[config.mk]
export PLATFORM = sky130hd
export DESIGN_NAME = layer_1_output_streamer
export DESIGN_NICKNAME = d
export VERILOG_FILES = /design/src/rtl/layer_1_pkg.sv /design/src/rtl/layer_1_snapshot_bank.sv /design/src/rtl/layer_1_output_streamer.sv
export SDC_FILE = /design/constraint.sdc
export NUM_CORES = 1
export LEC_CHECK = 0
export ABC_CLOCK_PERIOD_IN_PS = 46600
export BUFFER_PORTS_ARGS = -buffer_cell sky130_fd_sc_hd__buf_4
export CAP_MARGIN = 40
export CELL_PAD_IN_SITES_DETAIL_PLACEMENT = 1
export CELL_PAD_IN_SITES_GLOBAL_PLACEMENT = 2
export CORE_MARGIN = 2
export CORE_UTILIZATION = 42
export CTS_CLUSTER_DIAMETER = 30
export DETAILED_ROUTE_END_ITERATION = 8
export MAX_ROUTING_LAYER = met4
export PLACE_DENSITY = 0.95
export SYNTH_ARGS = -nofsm -noshare
export SYNTH_HDL_FRONTEND = slang
export SYNTH_SLANG_ARGS = --single-unit
[constraint.sdc]
create_clock -name clk -period 46.6 [get_ports clk]
set_input_delay 0 -clock clk [delete_from_list [all_inputs] [get_ports clk]]
set_output_delay 0 -clock clk [all_outputs]
set_load 0.01 [all_outputs]
[src/rtl/layer_1_pkg.sv]
// Shared parameters and bus conventions for the layer-1 output path.
// Neuron i occupies bits [i*WORD_WIDTH +: WORD_WIDTH] of the flattened result bus.
package layer_1_pkg;

    localparam int NEURON_COUNT    = 20;
    localparam int OUTPUT_BUT_SIZE = 16;
    localparam int WORD_WIDTH      = 2 * OUTPUT_BUT_SIZE;
    localparam int INDEX_WIDTH     = 5;
    localparam int BUS_WIDTH       = NEURON_COUNT * WORD_WIDTH;

    localparam logic [0:0] ST_IDLE   = 1'b0;
    localparam logic [0:0] ST_STREAM = 1'b1;

    function automatic logic [WORD_WIDTH-1:0] bus_word(
        input logic [BUS_WIDTH-1:0] bus,
        input int                   idx
    );
        return bus[idx*WORD_WIDTH +: WORD_WIDTH];
    endfunction

endpackage

[src/rtl/layer_1_snapshot_bank.sv]
// DEPTH x WIDTH register bank: all entries load in parallel on one strobe,
// one entry is read back through an indexed mux.
module layer_1_snapshot_bank
    import layer_1_pkg::*;
#(
    parameter int DEPTH = NEURON_COUNT,
    parameter int WIDTH = WORD_WIDTH,
    parameter int IDX_W = INDEX_WIDTH
) (
    input  logic             clk,
    input  logic             reset,
    input  logic             load,
    input  logic [WIDTH-1:0] load_data [DEPTH],
    input  logic [IDX_W-1:0] rd_index,
    output logic [WIDTH-1:0] rd_data
);

    logic [WIDTH-1:0] bank [DEPTH];

    always_ff @(posedge clk or posedge reset) begin
        if (reset) begin
            for (int i = 0; i < DEPTH; i++) begin
                bank[i] <= '0;
            end
        end else if (load) begin
            for (int i = 0; i < DEPTH; i++) begin
                bank[i] <= load_data[i];
            end
        end
    end

    // Out-of-range indices read as zero rather than aliasing another entry.
    always_comb begin
        rd_data = '0;
        if (int'(rd_index) < DEPTH) begin
            rd_data = bank[rd_index];
        end
    end

endmodule

[src/rtl/layer_1_output_streamer.sv]
// Captures a full frame of layer-1 results on a completion edge and streams
// them in index order over a valid/ready handshake.
module layer_1_output_streamer
    import layer_1_pkg::*;
(
    input  logic                   clk,
    input  logic                   reset,
    input  logic                   done_complete,
    input  logic [BUS_WIDTH-1:0]   layer_1_outputs,
    input  logic                   out_ready,
    output logic                   out_valid,
    output logic [WORD_WIDTH-1:0]  out_data,
    output logic [INDEX_WIDTH-1:0] out_index,
    output logic                   out_last,
    output logic                   frame_done,
    output logic                   busy,
    output logic                   overrun
);

    // Handshake: a word moves on every rising edge where out_valid and
    // out_ready are both high; out_valid comes only from registered state and
    // the presented word stays frozen until it is taken.

    localparam logic [INDEX_WIDTH-1:0] LAST_INDEX = INDEX_WIDTH'(NEURON_COUNT - 1);

    logic [0:0]             state;
    logic [INDEX_WIDTH-1:0] index;
    logic                   done_prev;
    logic                   rise;
    logic                   xfer;
    logic                   at_last;
    logic                   last_xfer;
    logic                   load;
    logic [WORD_WIDTH-1:0]  frame_words [NEURON_COUNT];

    always_comb begin
        for (int i = 0; i < NEURON_COUNT; i++) begin
            frame_words[i] = bus_word(layer_1_outputs, i);
        end
    end

    assign rise      = done_complete & ~done_prev;
    assign out_valid = (state == ST_STREAM);
    assign busy      = out_valid;
    assign at_last   = (index == LAST_INDEX);
    assign xfer      = out_valid & out_ready;
    assign last_xfer = xfer & at_last;
    // A new frame is accepted when idle or exactly as the old one drains.
    assign load      = rise & (~out_valid | last_xfer);
    assign out_last  = out_valid & at_last;
    assign out_index = index;

    // Resets high so a level already asserted at reset release is not an edge.
    always_ff @(posedge clk or posedge reset) begin
        if (reset) begin
            done_prev <= 1'b1;
        end else begin
            done_prev <= done_complete;
        end
    end

    always_ff @(posedge clk or posedge reset) begin
        if (reset) begin
            state      <= ST_IDLE;
            index      <= '0;
            frame_done <= 1'b0;
            overrun    <= 1'b0;
        end else begin
            frame_done <= last_xfer;
            if (rise & out_valid & ~last_xfer) begin
                overrun <= 1'b1;
            end
            case (state)
                ST_IDLE: begin
                    if (rise) begin
                        state <= ST_STREAM;
                        index <= '0;
                    end
                end
                ST_STREAM: begin
                    if (xfer) begin
                        if (at_last) begin
                            index <= '0;
                            if (!rise) begin
                                state <= ST_IDLE;
                            end
                        end else begin
                            index <= index + INDEX_WIDTH'(1);
                        end
                    end
                end
                default: state <= ST_IDLE;
            endcase
        end
    end

    layer_1_snapshot_bank #(
        .DEPTH (NEURON_COUNT),
        .WIDTH (WORD_WIDTH),
        .IDX_W (INDEX_WIDTH)
    ) u_bank (
        .clk       (clk),
        .reset     (reset),
        .load      (load),
        .load_data (frame_words),
        .rd_index  (index),
        .rd_data   (out_data)
    );

endmodule

==> metrics.md <==
| Metric | Value |
|---|---|
| CTS buffer count | `approximately 160` |
| Slew margin rel. | `between 15 and 20%` |
| First-pass GRT wire length | `229600 um` |
| Post-synthesis cell type count | `31` |
| Core Rows | `100` |
| Fin. Hold Viols | `0` |
| Clk slew on worst S/H paths | `roughly 0.06 ns` |
| Synth Instances | `1878` |
| Switching power | `slightly below 1000 uW` |
| Post-route minimum period | `~5.3 ns` |
| CP endpoint kind | `flop` |
| Clock group share of total power | `between 40% and 50%` |
| Clk_skew | `between 0.08 and 0.09 ns` |
| Multi-input logic area | `14480 um^2` |
| Global routing usage on met3 | `14.04%` |
| Syn nets | `2523` |
| Crit Reg-Reg Endpoint | `u_bank.bank[409]` |
| DPL Wire Length | `roughly 74000 um` |
| Register area share after synthesis | `51.16%` |
| Htree depth | `4` |
| WL final | `between 150000 and 200000 um` |
| Initial antenna violation count | `82` |
| Synth top area share | `between 50% and 60%` |
| Avg WL per Cell | `41.29 um` |
| Worst Hold End | `u_bank.bank[233]` |
| Worst setup SP type | `flop` |
| RSZ-0062 raised after global routing | `no` |
| FF+latch count, synth | `around 650` |
| Synthesized area | `roughly 32000 um^2` |
| GRT Total Usage | `approximately 43%` |
| Post-synth EDFFs | `0` |
| Grt total ovfl | `0` |
| Die width | `roughly 280 um` |
| CTS Sinks | `649` |
| Most used DFF post-synth | `dfrtp_1` |
| Tightest Pin Transition | `1.262 ns` |
| Via density | `about 6` |
| Setup TNS | `0 ns` |
| Met2 Use GR | `69.36%` |
| Hold crit path type | `in2reg` |
| Worst skew pair latency | `slightly below 0.8 ns` |
| Design Area, Final | `between 50000 and 60000 um^2` |
| Switching Fraction | `between 30% and 40%` |
| Final Wtd Congestion | `roughly 0.90` |
| Yosys warns | `0` |
| Final Max Tran Viols | `0` |
| ANT nets after route | `0` |
| Core Footprint | `74700 um^2` |
| Die height | `roughly 280 um` |
| Final period util | `11.36%` |
| Root buffer cell | `clkbuf_16` |
| Critical Path RT | `around 47 ns` |
| Setup Crit Path Kind | `reg2reg` |
| CP Data Arrival Time | `around 6 ns` |
| Ys async rst share | `100.0%` |
| Avg Cell Area, Syn | `about 17 um^2` |
| Worst R2R Path Depth | `12` |
| First drt pass iteration count | `5` |
| # fillers | `between 6000 and 7000` |
| Internal power | `1820 uW` |
| CTS tree | `built` |
| Register area | `16250 um^2` |
| PortBufs | `about 700` |
| Top Usage Layer GRT | `met2` |
| Max Clock Freq | `approximately 190 MHz` |
| Combinational share of power | `about a quarter` |
| Hold path start | `layer_1_outputs[393]` |
| FF-to-FF setup slack | `about 41 ns` |
| Outcome | `finished, final reports clean` |
| CP startpoint | `out_index[3]` |
| Pleak | `between 0.02 and 0.03 uW` |
| Hold Crit Depth | `3` |
| Endpoints failing setup | `0` |
| P per Cell Area | `between 50 and 60 nW/um^2` |
| Final #Nets | `a little under 4000` |
| I/O Pins | `686` |
| Peak supply drop | `approximately 0.042 mV` |
| Die area | `about 80000 um^2` |
| Initial Util | `approximately 42%` |
| Seq pwr share | `about 30%` |
| DP Area | `~38000 um^2` |
| Maxcap violations | `0` |
| Vias in the first global route | `30400` |
| Post-CTS Setup Bufs | `0` |
| Top area cells in the synthesized netlist | `dfrtp_1 51%, mux2_4 28%, mux4_2 6.8%` |
| Vias | `roughly 28000` |
| Bufs on Longest Clock Path | `3` |
| Reg2reg start | `out_index[3]` |
| Area grow syn2layout | `58.51%` |
| Share of cells above drive strength 1 | `between 40% and 50%` |
| Worst-path maximum fanout | `between 50 and 60` |
| Grt met1 use | `between 40% and 50%` |
| Area leader, netlist | `dfrtp_1` |
| # DRC | `0` |
| DRT iter0 DRCs | `roughly 2800` |
| Largest net degree at the start of global routing | `173` |
-- area by class of cell --
class,instances,share of cell area [%]
sequential,649,32.30
multi-input combinational,1089,28.77
timing repair buffer,1395,24.70
clock buffer,221,9.004
tap,969,2.409
clock inverter,60,1.949
antenna,167,0.8305
inverter,3,0.03730
-- cell families after synthesis --
family	after synthesis	synth area share, %
flip-flops	649	51.16
XOR/XNOR	1	0.02759
AO/OA/AOI/OAI	108	2.530
adder cells (fa/ha/maj)	1	0.03941
buffers and inverters	140	3.350
AND/OR/NAND/NOR	82	1.206
multiplexers	897	41.68
-- power by group through the flow --
stage	Sequential [uW]	Clock [uW]	Combinational [uW]
floorplan	732	0	378
global placement	768	0	554
detailed placement	771	0	585
CTS	776	1150	652
global route	825	1250	745
finish	831	1230	736
-- cell usage in the layout (no fill, tap or decap), types with 4 or more instances in the layout --
cell | netlist | routed
mux2_1 | 40 | 40
dfrtp_1 | 648 | 645
a22oi_1 | 64 | 64
clkbuf_1 | 38 | 29
bufinv_16 | 0 | 18
buf_12 | 0 | 6
clkinvlp_4 | 0 | 7
clkinv_16 | 0 | 4
o211ai_1 | 32 | 32
buf_4 | 1 | 707
nand3_1 | 34 | 34
clkinv_2 | 0 | 22
mux4_2 | 96 | 96
dlygate4sd3_1 | 0 | 672
inv_16 | 0 | 5
clkbuf_16 | 0 | 158
nand2_1 | 36 | 35
mux2_4 | 600 | 600
mux2i_1 | 161 | 161
diode_2 | 0 | 167
buf_16 | 0 | 10
clkbuf_8 | 0 | 34
-- state kept, by name (all words and copies together), names as in the netlist --
name / cells
done_prev: 1
overrun: 1
frame_done: 1
out_index: 5
u_bank.bank: 640
busy: 1
-- timing repair --
action,in CTS,in global routing
hold endpoints to repair,842,0
resized for setup,0,0
hold buffers,672,0
-- metal layers --
metal	up-vias	wire length [um]
met5	-	0
met4	0	21390
met3	1327	20860
met2	2651	85870
met1	14010	59870
li1	10050	-
-- cell usage after synthesis (all sizes together), types with 2 or more instances --
library cell,number
a21oi,2
a22o,3
a22oi,64
buf,99
clkbuf,38
dfrtp,648
inv,3
mux2,640
mux2i,161
mux4,96
nand2,36
nand2b,2
nand3,34
nor2,4
nor2b,3
o211ai,32
o21ai,3
-- worst max-delay path by stage --
stage	endpoint	slack, ns	cells past startpoint
floorplan	busy	28.42	1
global placement	u_bank.bank[242]	40.29	8
detailed placement	u_bank.bank[148]	41.38	10
CTS	u_bank.bank[148]	41.30	10
global route	u_bank.bank[470]	41.25	11
finish	u_bank.bank[409]	41.31	12
-- metrics by stage --
step | setup WS, ns | power (uW) | std cells | util (%) | hold WS [ns]
2_1_floorplan | 28.42 | 1110 | 1878 | - | 0.004478
3_3_place_gp | 40.29 | 1322 | 3421 | 50.00 | 0.1640
3_5_place_dp | 41.38 | 1356 | 3432 | 50.39 | -0.08507
4_1_cts | 41.30 | 2580 | 4385 | 66.77 | 0.0006509
5_1_grt | 41.25 | 2818 | 4545 | 67.34 | 0.01661
6_report | 41.31 | 2797 | 4553 | 67.37 | 0.01307
-- critical path: stages, from the launching register on --
cell and delay (ns):
dfrtp_4 0.77, nor3b_4 0.10, buf_4 0.35, a31o_2 0.37
nand2b_4 0.14, buf_16 0.31, buf_4 0.35, buf_4 0.76
buf_4 0.44, buf_16 0.35, buf_4 0.32, buf_16 0.35
mux2_4 0.38
Power figures use the tool's default switching activity.
